`src/rtl/frequency_meter_pkg.sv`:
```
// frequency_meter_pkg
//   Shared constants and types for the frequency meter: millisecond cycle
//   count at the default clock, gate-select encodings, the per-gate scale
//   table that turns an edge count into Hz, and the FSM state encoding.
package frequency_meter_pkg;

  // Cycles per millisecond at the default 100 MHz system clock.
  localparam int unsigned CYCLES_PER_MS = 100_000;

  typedef enum logic [1:0] {
    GATE_1MS   = 2'b00,
    GATE_10MS  = 2'b01,
    GATE_100MS = 2'b10,
    GATE_1S    = 2'b11
  } gate_sel_e;

  // Multiplier that converts an edge count over the gate into Hz,
  // indexed by gate_sel_e: [0]=1000 (1 ms) ... [3]=1 (1 s).
  localparam logic [3:0][9:0] SCALE_TBL = {10'd1, 10'd10, 10'd100, 10'd1000};

  typedef enum logic [1:0] {
    ST_IDLE  = 2'd0,
    ST_GATE  = 2'd1,
    ST_SCALE = 2'd2,
    ST_DONE  = 2'd3
  } state_e;

  // Gate length in system clock cycles for a given cycles-per-ms rate.
  function automatic logic [26:0] gate_cycles(input int unsigned cpm,
                                              input gate_sel_e   sel);
    int unsigned n;
    case (sel)
      GATE_1MS:   n = cpm;
      GATE_10MS:  n = cpm * 10;
      GATE_100MS: n = cpm * 100;
      default:    n = cpm * 1000;
    endcase
    return n[26:0];
  endfunction

endpackage

```
`src/rtl/frequency_meter_edge_sync.sv`:
```
// edge_sync
//   Brings an asynchronous input into the clk domain through two flops and
//   flags a rising edge using one extra history flop.
//   Ports: clk, rst_n (async active-low), d (async input),
//          rise (one-cycle pulse when the synchronized input goes 0->1).
module edge_sync (
  input  logic clk,
  input  logic rst_n,
  input  logic d,
  output logic rise
);

  logic r_sync1;
  logic r_sync2;
  logic r_hist;

  always_ff @(posedge clk or negedge rst_n) begin
    if (!rst_n) begin
      r_sync1 <= 1'b0;
      r_sync2 <= 1'b0;
      r_hist  <= 1'b0;
    end else begin
      r_sync1 <= d;
      r_sync2 <= r_sync1;
      r_hist  <= r_sync2;
    end
  end

  assign rise = r_sync2 & ~r_hist;

endmodule

```
`src/rtl/frequency_meter.sv`:
```
// frequency_meter
//   Gated-count frequency meter. Counts rising edges of sig_in over a gate
//   of 1 ms / 10 ms / 100 ms / 1 s, scales the count to Hz, saturates at
//   F_MAX, and tracks min/max results.
//   Ports:
//     clk, rst_n       system clock, async active-low reset
//     sig_in           asynchronous signal to measure
//     start            one-cycle request to begin (ignored while busy)
//     continuous       re-arm automatically after each result
//     gate_sel         gate length select (latched at gate start)
//     clear_extrema    reset min/max trackers
//     busy             FSM not idle
//     meas_freq        last result in Hz, meas_valid pulses on update
//     overflow         last result saturated at F_MAX
//     min_freq/max_freq extrema since last clear
module frequency_meter
  import frequency_meter_pkg::*;
#(
  parameter int unsigned CLK_HZ = 100_000_000,
  parameter int unsigned F_MAX  = 999_999
) (
  input  logic        clk,
  input  logic        rst_n,
  input  logic        sig_in,
  input  logic        start,
  input  logic        continuous,
  input  logic [1:0]  gate_sel,
  input  logic        clear_extrema,
  output logic        busy,
  output logic [19:0] meas_freq,
  output logic        meas_valid,
  output logic        overflow,
  output logic [19:0] min_freq,
  output logic [19:0] max_freq
);

  localparam int unsigned CPM = CLK_HZ / 1000;

  state_e      r_state;
  gate_sel_e   r_sel;
  logic [26:0] r_gcnt;
  logic [19:0] r_cnt;
  logic [19:0] r_res;
  logic        r_ovf;
  logic [19:0] r_freq;
  logic        r_valid;
  logic        r_ovf_out;
  logic [19:0] r_min;
  logic [19:0] r_max;

  logic        w_rise;
  logic [26:0] w_glen;
  logic [29:0] w_prod;

  edge_sync u_sync (
    .clk  (clk),
    .rst_n(rst_n),
    .d    (sig_in),
    .rise (w_rise)
  );

  assign w_glen = gate_cycles(CPM, r_sel);
  // Full 30-bit product so saturation is judged on the untruncated value.
  assign w_prod = {10'd0, r_cnt} * {20'd0, SCALE_TBL[r_sel]};

  always_ff @(posedge clk or negedge rst_n) begin
    if (!rst_n) begin
      r_state   <= ST_IDLE;
      r_sel     <= GATE_1MS;
      r_gcnt    <= '0;
      r_cnt     <= '0;
      r_res     <= '0;
      r_ovf     <= 1'b0;
      r_freq    <= '0;
      r_valid   <= 1'b0;
      r_ovf_out <= 1'b0;
      r_min     <= '1;
      r_max     <= '0;
    end else begin
      r_valid <= 1'b0;
      if (clear_extrema) begin
        r_min <= '1;
        r_max <= '0;
      end
      case (r_state)
        ST_IDLE: begin
          if (start) begin
            r_sel   <= gate_sel_e'(gate_sel);
            r_gcnt  <= '0;
            r_cnt   <= '0;
            r_state <= ST_GATE;
          end
        end
        ST_GATE: begin
          r_gcnt <= r_gcnt + 27'd1;
          // Edge on the final gate cycle still lands here before leaving.
          if (w_rise && (r_cnt != '1)) r_cnt <= r_cnt + 20'd1;
          if (r_gcnt == w_glen - 27'd1) r_state <= ST_SCALE;
        end
        ST_SCALE: begin
          if (w_prod > 30'(F_MAX)) begin
            r_res <= 20'(F_MAX);
            r_ovf <= 1'b1;
          end else begin
            r_res <= w_prod[19:0];
            r_ovf <= 1'b0;
          end
          r_state <= ST_DONE;
        end
        ST_DONE: begin
          r_freq    <= r_res;
          r_ovf_out <= r_ovf;
          r_valid   <= 1'b1;
          // A same-cycle clear wins first, so the result seeds both trackers.
          if (clear_extrema || (r_res < r_min)) r_min <= r_res;
          if (clear_extrema || (r_res > r_max)) r_max <= r_res;
          if (continuous) begin
            r_sel   <= gate_sel_e'(gate_sel);
            r_gcnt  <= '0;
            r_cnt   <= '0;
            r_state <= ST_GATE;
          end else begin
            r_state <= ST_IDLE;
          end
        end
        default: r_state <= ST_IDLE;
      endcase
    end
  end

  assign busy       = (r_state != ST_IDLE);
  assign meas_freq  = r_freq;
  assign meas_valid = r_valid;
  assign overflow   = r_ovf_out;
  assign min_freq   = r_min;
  assign max_freq   = r_max;

endmodule
```
`config.mk`:
```
export PLATFORM = sky130hd
export DESIGN_NAME = frequency_meter
export DESIGN_NICKNAME = d
export VERILOG_FILES = /design/src/rtl/frequency_meter_pkg.sv /design/src/rtl/frequency_meter_edge_sync.sv /design/src/rtl/frequency_meter.sv
export SDC_FILE = /design/constraint.sdc
export NUM_CORES = 1
export LEC_CHECK = 0
export ABC_CLOCK_PERIOD_IN_PS = 6600
export CORE_MARGIN = 5
export CORE_UTILIZATION = 35
export DETAILED_ROUTE_END_ITERATION = 10
export GPL_TIMING_DRIVEN = 0
export PLACE_DENSITY = 0.51
export SLEW_MARGIN = 20
export SYNTH_ARGS = -nofsm -noshare
export SYNTH_HDL_FRONTEND = slang
export SYNTH_SLANG_ARGS = --single-unit
```
`constraint.sdc`:
```
create_clock -name clk -period 6.6 [get_ports clk]
set_input_delay 1.32 -clock clk [delete_from_list [all_inputs] [get_ports clk]]
set_output_delay 1.32 -clock clk [all_outputs]
set_load 0.01 [all_outputs]
```
==> flow_metrics.env <==
export IMPL_outcome="finished, violations left"
export IMPL_violations="setup timing"
export IMPL_n_antenna_cell=0
export IMPL_place_congestion=0.827
export IMPL_slowest_stage="fa_1"
export IMPL_fin_cells=2078
export IMPL_via_count=10200
export IMPL_seq_area_um2=3460
export IMPL_cts_max_path_buffers=2
export IMPL_clk_root_buffer_cell="clkbuf_16"
export IMPL_pin_count=71
export IMPL_p_comb_frac=0.523
export IMPL_fin_crit_sh=1.02
export IMPL_ys_types=70
export IMPL_p_seq_frac=0.273
export IMPL_mostFrequentLayoutCell="inv_1"
export IMPL_fmax_mhz=149
export IMPL_required_ns=6.91
export IMPL_synth_fp_nets=1696
export IMPL_dp_slack_ns=-0.982
export IMPL_ys_seq_area_frac=0.260
export IMPL_cp_common_cell="fa_1"
export IMPL_synth_edf_count=0
export IMPL_finalMaxSlewViolations=0
export IMPL_clock_latency_ns=0.44
export IMPL_ff2ff_setup_slack_ns=-0.12
export IMPL_place_inst=2012
export IMPL_drt_initial_drc_count=449
export IMPL_dr_wl_met2_um=16600
export IMPL_htreeDepth=4
export IMPL_fin_ws_ns=-0.117
export IMPL_fp_dieW_um=205
export IMPL_coreArea_um2=37600
export IMPL_fillers=3716
export IMPL_p_clk_frac=0.204
export IMPL_drive_above_1_share=0.145
export IMPL_worstSetupPathType="flop to flop"
export IMPL_rows=71
export IMPL_synthesis_area_um2=13300
export IMPL_grt_pass1_wl_um=57300
export IMPL_drc=0
export IMPL_routedWlPerCell_um=16.6
export IMPL_powerDensity_nw_per_um2=300
export IMPL_worst_pin_slew_ns=0.843
export IMPL_syn_area_per_cell_um2=9.30
export IMPL_layout_nets=1820
export IMPL_max_stage_delay_ns=0.55
export IMPL_wl_met3_um=943
export IMPL_die_area_um2=42000
export IMPL_area_growth_pct=22.8
export IMPL_grt_pass1_vias=10800
export IMPL_m1WireLength_um=16400
export IMPL_wirelength_um=34400
export IMPL_hpwlAfterDp_um=27400
export IMPL_antenna_found_initial=0
export IMPL_max_cap_violations=0
export IMPL_cp_max_fo=8
export IMPL_slew_headroom=0.438
export IMPL_startpoint_type="flop"
export IMPL_setup_viol_count_final=19
export IMPL_hold_viol=0
export IMPL_drtAntennaViolNets=0
export IMPL_multi_input_area_um2=9220
export IMPL_rsz0062_at_grt="true"
export IMPL_worst_setup_path_end_kind="flop"
export IMPL_initial_core_util=0.354
export IMPL_topRoutingLayerUsed="met4"
export IMPL_ir_worst_vdd_uv=210
export IMPL_netlist_instances=1430
export IMPL_finalInstanceArea_um2=16300
export IMPL_ys_ff_latch=137
export IMPL_fin_crit_ns=6.72
export IMPL_clock_sinks=137
export IMPL_yosysWarnings=0
export IMPL_grtUsageTotal=0.170
export IMPL_swShare=0.410
export IMPL_synthArstFlopShare=1.00
export IMPL_final_cell_mix="inv_1, ha_1, nand2_1, dfrtp_1, fa_1"
export IMPL_drtPass1Iterations=4
export IMPL_overflow=0
export IMPL_p_leak_nw=7.90
export IMPL_placed_area_um2=14800
export IMPL_skew_ns=0.0180
export IMPL_hold_path_class="flop to flop"
export IMPL_power_switching_w=0.00201
export IMPL_cts_tree="done"
export IMPL_synth_ff_type="dfrtp_1"
export IMPL_die_y_um=205
export IMPL_grt_max_degree=75
export IMPL_cts_buffers=17
export IMPL_clk_pin_slew_worst_paths_ns=0.06
export IMPL_viasPerCell=4.93
export IMPL_numPortBuffers=69
export IMPL_p_int_w=0.00289
export IMPL_power_w=0.00490
export IMPL_arrival_ns=7.03
[state kept, by name, indices dropped and copies added (netlist names)]
| register | cells |
|---|---|
| r_cnt | 20 |
| overflow | 1 |
| u_sync.r_sync1 | 1 |
| meas_valid | 1 |
| r_ovf | 1 |
| r_sel | 2 |
| r_gcnt | 27 |
| r_state | 2 |
| meas_freq | 20 |
| max_freq | 20 |
| r_res | 20 |
| u_sync.r_sync2 | 1 |
| min_freq | 20 |
| u_sync.r_hist | 1 |
[metal layers]
metal / vias to the layer above / track usage
li1: 5020 / -
met5: - / 0
met3: 23 / 0.0282
met4: 0 / 0.0361
met1: 5099 / 0.233
met2: 107 / 0.287
[cell families after synthesis]
| kind of cell | share of synthesized area |
|---|---|
| buffers and inverters | 0.0814 |
| AND/OR/NAND/NOR | 0.154 |
| multiplexers | 0.0202 |
| flip-flops | 0.260 |
| adder cells (fa/ha/maj) | 0.308 |
| XOR/XNOR | 0.0415 |
| AO/OA/AOI/OAI | 0.135 |
[path summary, 6_finish.rpt]
kind	startpoint	end	depth (start not counted)
worst max-delay path	r_sel[0]$_DFFE_PN0P_	r_res[2]$_DFFE_PN0N_	27
worst min register to register	u_sync.r_sync1$_DFF_PN0_	u_sync.r_sync2$_DFF_PN0_	0
min in group asynchronous	rst_n	max_freq[12]$_DFF_PN0_	1
worst min-delay path	u_sync.r_sync1$_DFF_PN0_	u_sync.r_sync2$_DFF_PN0_	0
max in group asynchronous	rst_n	r_sel[0]$_DFFE_PN0P_	2
worst max register to register	r_sel[0]$_DFFE_PN0P_	r_res[2]$_DFFE_PN0N_	27
[layout make-up]
class / count / share of cell area
well taps: 511 / 0.0392
repair buffers: 111 / 0.0667
plain buffers: 63 / 0.0294
flip-flops and latches: 137 / 0.212
multi-input cells: 1011 / 0.565
inverters: 213 / 0.0508
clock inverters: 13 / 0.00958
clock buffers: 19 / 0.0278
[repair_timing]
item                       CTS  global route
cloned                       1             1
buffers inserted            29             9
hold buffers                 0             0
setup endpoints to repair   21            21
gates resized for setup     82            49
pin swaps                   56            43
[critical path, delay by kind of cell (launching register included)]
| kind | cells | cell delay [ns] |
|---|---|---|
| and+or+nand+nor | 3 | 0.74 |
| adders and majority gates | 7 | 2.96 |
| DFF | 1 | 0.42 |
| AOI/OAI and AO/OA | 7 | 1.36 |
| buffers and inverters | 10 | 1.09 |
[synth_stat cells (4+ instances only)]
master    count  area (µm²)
o31ai_1       7        52.6
or3_1        12        75.1
nand2b_1     18         113
ha_1        143        1790
o32a_1        8        80.1
nor2_1       76         285
a21boi_0      6        45.0
o21a_1        9        67.6
dfstp_2      20         526
buf_2         7        35.0
xnor2_1      33         289
mux2_2       23         259
and2_1       32         200
and3_1        9        56.3
o22a_1       24         210
nand3_1      21         105
and4_1        5        43.8
fa_1        115        2300
nand2_1     133         499
a21o_1       29         218
o21ai_0      38         190
clkbuf_1     58         218
nor3_1       22         110
xor2_1       30         263
a22o_1       23         201
o211ai_1      9        67.6
nor3b_1       5        37.5
o21ai_1       6        30.0
nand4_1      28         175
or2_2         7        43.8
dfrtp_1     117        2930
inv_1       211         792
a21oi_1      51         255
a211oi_1      8        60.1
a31oi_1       6        37.5
nor2b_1      27         169
a22oi_1       4        30.0
[through the flow]
step	utilization	setup TNS (ns)	hold WS [ns]
2_1_floorplan	-	0	0.331
3_3_place_gp	0.392	-210.39	0.344
3_5_place_dp	0.394	-18.75	0.338
6_report	0.434	-1.20	0.355
4_1_cts	0.425	-1.18	0.358
5_1_grt	0.434	-5.14	0.367
[power groups by stage]
stage,logic (W),registers [W],clock network [W]
floorplan,0.00142,0.00133,0
global placement,0.00228,0.00135,0
detailed placement,0.00232,0.00136,0
CTS,0.00254,0.00134,0.00103
global route,0.00285,0.00138,0.00107
finish,0.00257,0.00134,0.000999
No activity file was read; power rests on OpenSTA's default activity.
